$ cat src/rtl/decoder_scan_ctrl.sv
// ----------------------------------------------------------------------------
// decoder_scan_ctrl
//
// Drives the 3-bit select {in1,in2,in3} of a 3-to-8 decoder so its active
// output walks through all 8 lines. Each line is held for CNT_MAX+1 cycles.
// Scanning can be started and stopped, run in either direction, and
// redirected to any channel through a jump request/acknowledge handshake.
//
// Ports
//   sys_clk    in   system clock, rising edge
//   sys_rst_n  in   synchronous active-low reset
//   start      in   one-cycle pulse: begin scanning (ignored while running)
//   stop       in   one-cycle pulse: halt scanning, select held
//   dir        in   0 = ascending, 1 = descending, sampled at each step
//   jump_req   in   level request to load jump_ch into the select
//   jump_ch    in   target channel for a jump
//   jump_ack   out  one-cycle acknowledge of an accepted jump
//   in1..in3   out  decoder select, in1 = MSB
//   busy       out  high while scanning
//   wrap       out  one-cycle pulse when a step crosses 7<->0
//   dbg_state  out  current FSM state (0 = IDLE, 1 = RUN)
//
// Handshake: jump_req is sampled on every rising edge. An edge where
// jump_req = 1 and stop = 0 accepts the request; jump_ack is high for the
// following cycle only. A requester still holding jump_req in that cycle
// issues a second, independent request.
// ----------------------------------------------------------------------------
module decoder_scan_ctrl #(
  parameter logic [23:0] CNT_MAX = 24'd9_999_999
) (
  input  logic       sys_clk,
  input  logic       sys_rst_n,
  input  logic       start,
  input  logic       stop,
  input  logic       dir,
  input  logic       jump_req,
  input  logic [2:0] jump_ch,
  output logic       jump_ack,
  output logic       in1,
  output logic       in2,
  output logic       in3,
  output logic       busy,
  output logic       wrap,
  output logic [0:0] dbg_state
);

  localparam logic [0:0] ST_IDLE = 1'b0;
  localparam logic [0:0] ST_RUN  = 1'b1;

  logic [0:0]  state_q,    state_d;
  logic [2:0]  sel_q,      sel_d;
  logic [23:0] cnt_q,      cnt_d;
  logic        busy_q,     busy_d;
  logic        wrap_q,     wrap_d;
  logic        jump_ack_q, jump_ack_d;

  // Priority inside a cycle: stop > jump > step > start.
  always_comb begin
    state_d    = state_q;
    sel_d      = sel_q;
    cnt_d      = cnt_q;
    wrap_d     = 1'b0;
    jump_ack_d = 1'b0;

    if (stop) begin
      // Stop also blocks a jump in the same cycle, even when idle.
      state_d = ST_IDLE;
      cnt_d   = 24'd0;
    end else if (jump_req) begin
      // The jump replaces any step due this cycle and restarts the dwell.
      sel_d      = jump_ch;
      cnt_d      = 24'd0;
      jump_ack_d = 1'b1;
    end else if (state_q == ST_RUN) begin
      if (cnt_q == CNT_MAX) begin
        cnt_d = 24'd0;
        if (dir) begin
          sel_d  = sel_q - 3'd1;
          wrap_d = (sel_q == 3'd0);
        end else begin
          sel_d  = sel_q + 3'd1;
          wrap_d = (sel_q == 3'd7);
        end
      end else begin
        cnt_d = cnt_q + 24'd1;
      end
    end else if (start) begin
      state_d = ST_RUN;
      cnt_d   = 24'd0;
    end

    busy_d = (state_d == ST_RUN);
  end

  always_ff @(posedge sys_clk) begin
    if (!sys_rst_n) begin
      state_q    <= ST_IDLE;
      sel_q      <= 3'd0;
      cnt_q      <= 24'd0;
      busy_q     <= 1'b0;
      wrap_q     <= 1'b0;
      jump_ack_q <= 1'b0;
    end else begin
      state_q    <= state_d;
      sel_q      <= sel_d;
      cnt_q      <= cnt_d;
      busy_q     <= busy_d;
      wrap_q     <= wrap_d;
      jump_ack_q <= jump_ack_d;
    end
  end

  assign in1       = sel_q[2];
  assign in2       = sel_q[1];
  assign in3       = sel_q[0];
  assign busy      = busy_q;
  assign wrap      = wrap_q;
  assign jump_ack  = jump_ack_q;
  assign dbg_state = state_q;

endmodule

$ cat config.mk
export PLATFORM = sky130hd
export DESIGN_NAME = decoder_scan_ctrl
export DESIGN_NICKNAME = d
export VERILOG_FILES = /design/src/rtl/decoder_scan_ctrl.sv
export SDC_FILE = /design/constraint.sdc
export NUM_CORES = 1
export LEC_CHECK = 0
export BUFFER_PORTS_ARGS = -buffer_cell sky130_fd_sc_hd__buf_2
export CORE_MARGIN = 1.5
export CORE_UTILIZATION = 32
export DETAILED_ROUTE_END_ITERATION = 16
export HOLD_SLACK_MARGIN = 0.15
export PLACE_DENSITY_LB_ADDON = 0.15
export RECOVER_POWER = 50
export SLEW_MARGIN = 5
export SYNTH_ARGS = -nofsm -noshare
export SYNTH_HDL_FRONTEND = slang
export SYNTH_SLANG_ARGS = --single-unit
$ cat constraint.sdc
create_clock -name sys_clk -period 3.09 [get_ports sys_clk]
set_clock_uncertainty 0.15 [all_clocks]
set_input_delay 0.927 -clock sys_clk [delete_from_list [all_inputs] [get_ports sys_clk]]
set_output_delay 0.927 -clock sys_clk [all_outputs]
set_load 0.02 [all_outputs]
==> results of run 1 <==
-- where the power goes --
part / switching [mW] / internal (mW)
Clock: 0.151 / 0.241
Combinational: 0.0305 / 0.0171
Sequential: 0.00392 / 0.390
-- critical path, delay by kind of cell --
family / cells / cell delay [ns]
AO/OA/AOI/OAI: 1 / 0.14
buffers and inverters: 1 / 0.14
AND/OR/NAND/NOR: 4 / 1.29
-- state kept, by name (all words and copies together), names as in the netlist --
signal / flops
cnt_q: 24
sel_q: 3
busy: 1
jump_ack: 1
wrap: 1
-- path summary, 6_finish.rpt --
kind	end	from	cells past startpoint
max	cnt_q[18]$_SDFFE_PP0P_	jump_req	6
min reg2reg	cnt_q[5]$_SDFFE_PP0P_	cnt_q[5]$_SDFFE_PP0P_	1
min	cnt_q[5]$_SDFFE_PP0P_	cnt_q[5]$_SDFFE_PP0P_	1
max reg2reg	cnt_q[23]$_SDFFE_PP0P_	cnt_q[2]$_SDFFE_PP0P_	5
-- cells in the final DEF (no fill, tap or decap), drive strengths merged, types with 3 or more instances in the layout --
cell,count
clkbuf,15
xor2,3
nor2,14
or4,3
a31oi,11
o21ai,10
a21oi,17
nand2,19
buf,10
and4,5
inv,9
o211ai,3
o21a,3
nand3,10
xnor2,3
nand4,9
or3b,3
and2,4
nor3,10
and3,5
nand2b,4
dfxtp,30
-- layout make-up --
cell class              count  area [um^2]  area share [%]
multi-input cells         158         1000            52.3
flip-flops and latches     30          601            31.3
well taps                  70         87.6            4.57
repair buffers             18         85.1            4.44
clock buffers               7         76.3            3.98
inverters                   9         33.8            1.76
clock inverters             1         30.0            1.57
-- per-layer routing --
metal | GRT usage [%] | vias up | wire, um | part of all wire (%)
met5 | 0 | - | 0 | 0
met4 | 5.56 | 0 | 63 | 1.6
met3 | 3.49 | 7 | 135 | 3.4
met2 | 21.3 | 20 | 1760 | 44
met1 | 21.0 | 715 | 2070 | 51
li1 | - | 788 | - | -
-- logic make-up (layout without fill, tap and decap cells) --
kind of cell,after synthesis,count (layout)
flops,30,30
compound gates,53,53
xor+xnor,6,6
simple gates,95,95
buf+inv,16,35
mux,2,2
fa+ha+maj,2,2
-- metrics by stage --
| stage | instance area (um^2) | instances | setup slack, ns | hold WS, ns | power [mW] |
|---|---|---|---|---|---|
| final | 1920 | 293 | 0.667 | 0.319 | 0.834 |
| after global routing | 1920 | 293 | 0.558 | 0.335 | 0.871 |
| after CTS | 1930 | 293 | 0.693 | 0.320 | 0.849 |
| after detailed placement | 1830 | 285 | 0.382 | 0.308 | 0.453 |
| after global placement | 1830 | 285 | 0.414 | 0.304 | 0.453 |
| after floorplan | 1700 | 204 | 0.599 | 0.282 | 0.437 |
==> flow_metrics.env, run 1 <==
export IMPL_outcome="complete, no violations"
export IMPL_p_leak_nw=0.648
export IMPL_cts_clk_slew_worst_paths_ns=0.07
export IMPL_endpoint_kind="flop"
export IMPL_cts_resized=0
export IMPL_cts_hold_buf=0
export IMPL_crit_arrival_ns=2.51
export IMPL_period_minus_slack_ns=2.42
export IMPL_path_cells="clkbuf_1 > or3b_1 > nor2_4 > o21ai_2 > or4_1 > nand3_1"
export IMPL_dr_pass1_iters=4
export IMPL_postCtsSetupBuffers=0
export IMPL_hpwlAfterDp_mm=2.98
export IMPL_synthAdderAreaFrac_pct=1.91
export IMPL_synthCells=204
export IMPL_port_buffers=15
export IMPL_die_height_um=76.0
export IMPL_hp_class="reg -> reg"
export IMPL_syn_num_nets=215
export IMPL_cts_made_buffers=5
export IMPL_core_area_um2=5110
export IMPL_synthArstFlopShare_pct=0
export IMPL_drv_slew=0
export IMPL_cts_max_path_buffers=2
export IMPL_fillers=539
export IMPL_ys_ff_latch=30
export IMPL_synth_area_leaders="dfxtp_1 (35%), a21oi_1 (5.0%), nand2_1 (4.2%)"
export IMPL_tightest_slew_ns=0.491
export IMPL_grt_ovfl_total=0
export IMPL_wl_per_cell_um=13.7
export IMPL_synth_top_area_cell="dfxtp_1"
export IMPL_die_area_um2=5770
export IMPL_vias=1530
export IMPL_drc=0
export IMPL_synthToLayoutAreaGrowth_pct=12.6
export IMPL_muxShareOfSynthArea_pct=1.18
export IMPL_cp_start_kind="primary input"
export IMPL_ys_dominant_reg_cell="dfxtp_1"
export IMPL_yosysMostFrequentCell="dfxtp_1"
export IMPL_cts_htree_levels=2
export IMPL_antenna_left=0
export IMPL_avgSynthCellArea_um2=8.35
export IMPL_slew_headroom_pct=67.1
export IMPL_synth_area_um2=1700
export IMPL_wirelength_mm=4.03
export IMPL_grtUsageTotal_pct=14.7
export IMPL_final_core_util_pct=37.5
export IMPL_vdd_drop_max_mv=0.205
export IMPL_cts_sinks=30
export IMPL_synth_top_family_by_area="simple AND/OR/NAND/NOR gates"
export IMPL_fin_setup_tns_ns=0
export IMPL_post_route_period_util_pct=78.4
export IMPL_grt_max_degree=13
export IMPL_yosys_area_share_simple_pct=33.9
export IMPL_synthXorXnorAreaFrac_pct=3.09
export IMPL_grt_antenna_before_repair=0
export IMPL_grt_pass1_vias=1359
export IMPL_synth_edff_count=0
export IMPL_initial_core_util_pct=33.3
export IMPL_worstPathRequired_ns=3.17
export IMPL_yosysUniqueCellTypes=51
export IMPL_rsz0062_at_grt="no"
export IMPL_finalSetupViolations=0
export IMPL_hold_viol_final=0
export IMPL_rows=26
export IMPL_dieWidth_um=76.0
export IMPL_r2r_slack_ns=0.97
export IMPL_cap_violations=0
export IMPL_synth_compound_area_share_pct=19.1
export IMPL_cts_tree="built"
export IMPL_yosys_top_cells_count="dfxtp_1 (30), nand2_1 (19), a21oi_1 (17), nor2_1 (13), a31oi_1 (11)"
export IMPL_slowest_stage="or3b_1"
export IMPL_synth_top_area_share_pct=35.3
export IMPL_critPathKind="in -> reg"
export IMPL_p_per_area_nw_per_um2=435
export IMPL_ys_warnings_count=0
export IMPL_nets=233
export IMPL_worst_path_largest_cell_delay_ns=0.54
export IMPL_first_iter_violations=75
export IMPL_cts_root_buf="clkbuf_8"
export IMPL_ios=16
export IMPL_gp_congestion=0.768
export IMPL_clkLatencyLatePin_ns=0.29
export IMPL_drive_gt1_share_pct=13.9
export IMPL_max_freq_ghz=0.413
export IMPL_antenna_cells=0
export IMPL_via_per_inst=5.22
export IMPL_grt_pass1_wl_mm=6.79
export IMPL_worst_path_max_fanout=9
export IMPL_ys_seq_area_share_pct=35.3
Power figures use the tool's default switching activity.
==> inputs of run 2 (changes only) <==
clock period = 2.5 ns   (was 3.09 ns; I/O delays follow)
==> flow_metrics.env, run 2 (synthesis results as in run 1) <==
export IMPL_outcome="complete, no violations"
export IMPL_tightest_slew_ns=0.373
export IMPL_grt_pass1_wl_mm=7.07
export IMPL_rows=26
export IMPL_cap_violations=0
export IMPL_cts_max_path_buffers=2
export IMPL_fin_total_pwr_mw=0.939
export IMPL_nets=235
export IMPL_ios=16
export IMPL_reg2reg_depth=5
export IMPL_worstPathRequired_ns=2.57
export IMPL_hpwlAfterDp_mm=3.05
export IMPL_worst_path_max_fanout=7
export IMPL_p_per_area_nw_per_um2=490
export IMPL_largest_reg_flops=24
export IMPL_dieWidth_um=76.0
export IMPL_cts_hold_buf=0
export IMPL_antenna_left=0
export IMPL_r2r_end="cnt_q[23]$_SDFFE_PP0P_"
export IMPL_rsz0062_at_grt="no"
export IMPL_most_common_layout_cells="dfxtp_1 (30), nand2_1 (19), a21oi_1 (17)"
export IMPL_die_area_um2=5770
export IMPL_vias=1573
export IMPL_cts_htree_levels=2
export IMPL_port_buffers=15
export IMPL_dp_cells=287
export IMPL_p_leak_nw=0.647
export IMPL_vdd_drop_max_mv=0.243
export IMPL_hold_path_end="cnt_q[5]$_SDFFE_PP0P_"
export IMPL_synthToLayoutAreaGrowth_pct=12.6
export IMPL_grt_pass1_vias=1419
export IMPL_post_place_ws_ns=0.156
export IMPL_drive_gt1_share_pct=14.3
export IMPL_first_iter_violations=113
export IMPL_die_height_um=76.0
export IMPL_via_per_inst=5.37
export IMPL_post_route_period_util_pct=85.4
export IMPL_fillers=566
export IMPL_drc=0
export IMPL_clkLatencyLatePin_ns=0.28
export IMPL_top_regs="cnt_q x24, sel_q x3"
export IMPL_endpoint_kind="flop"
export IMPL_fin_setup_tns_ns=0
export IMPL_top_register="cnt_q"
export IMPL_grt_antenna_before_repair=0
export IMPL_cts_sinks=30
export IMPL_final_cells=293
export IMPL_worst_path_largest_cell_delay_ns=0.50
export IMPL_cts_clk_slew_worst_paths_ns=0.06
export IMPL_wirelength_mm=4.20
export IMPL_initial_core_util_pct=33.3
export IMPL_slew_headroom_pct=74.9
export IMPL_wl_per_cell_um=14.3
export IMPL_r2r_slack_ns=0.42
export IMPL_max_freq_ghz=0.468
export IMPL_cts_made_buffers=5
export IMPL_drv_slew=0
export IMPL_layout_area_seq_um2=601
export IMPL_grt_max_degree=21
export IMPL_cts_resized=0
export IMPL_hp_class="reg -> reg"
export IMPL_slowest_stage="or4_1"
export IMPL_hold_start="cnt_q[5]$_SDFFE_PP0P_"
export IMPL_dr_pass1_iters=5
export IMPL_final_common_cell="dfxtp_1"
export IMPL_grtUsageTotal_pct=15.4
export IMPL_grt_ovfl_total=0
export IMPL_min_path_cells=1
export IMPL_gp_congestion=0.782
export IMPL_cts_root_buf="clkbuf_8"
export IMPL_cp_start_kind="primary input"
export IMPL_antenna_cells=0
export IMPL_postCtsSetupBuffers=0
export IMPL_setup_slack_ns=0.364
export IMPL_critPathKind="in -> reg"
export IMPL_crit_start="jump_req"
export IMPL_finalSetupViolations=0
export IMPL_whs_ns=0.316
export IMPL_hold_viol_final=0
export IMPL_crit_arrival_ns=2.20
export IMPL_period_minus_slack_ns=2.14
export IMPL_path_cells="clkbuf_1 > or3b_1 > nor2_1 > o21ai_2 > or4_1 > nand3_1"
export IMPL_core_area_um2=5110
export IMPL_r2r_start="cnt_q[3]$_SDFFE_PP0P_"
export IMPL_cts_tree="built"
export IMPL_multi_input_area_um2=1000
run 2: area by class of cell:
class,count,share of cell area (%)
Timing Repair Buffer,20,5.81
Inverter,9,1.76
Clock buffer,6,4.31
Multi-Input combinational cell,158,52.2
Sequential cell,30,31.3
Tap cell,70,4.57
run 2: where the power goes:
| part | total (mW) | internal, mW | switching [mW] |
|---|---|---|---|
| Sequential | 0.487 | 0.482 | 0.00490 |
| Combinational | 0.0619 | 0.0231 | 0.0388 |
| Clock | 0.389 | 0.212 | 0.177 |
run 2: worst max-delay path by stage:
| stage | slack [ns] | endpoint |
|---|---|---|
| finish | 0.36 | cnt_q[18]$_SDFFE_PP0P_ |
| global route | 0.27 | cnt_q[14]$_SDFFE_PP0P_ |
| CTS | 0.39 | cnt_q[23]$_SDFFE_PP0P_ |
| detailed placement | 0.16 | cnt_q[18]$_SDFFE_PP0P_ |
| global placement | 0.18 | cnt_q[18]$_SDFFE_PP0P_ |
| floorplan | 0.19 | cnt_q[18]$_SDFFE_PP0P_ |
run 2: worst max-delay path: cells and delay by family:
family	cells	cell delay, ns
compound gates	1	0.12
simple gates	4	1.17
buf+inv	1	0.15
run 2: through the flow:
stage	instance area [um^2]	util (%)
6_report	1920	37.5
5_1_grt	1920	37.5
4_1_cts	1940	37.9
3_5_place_dp	1860	36.3
3_3_place_gp	1860	36.3
2_1_floorplan	1700	-
run 2: per-layer routing:
metal  part of all wire, %  track usage, %  up-vias
li1                      -               -      796
met1                    50            21.4      747
met2                    46            23.2       25
met3                   3.0            3.61        5
met4                   1.1            5.56        0
met5                     0               0        -
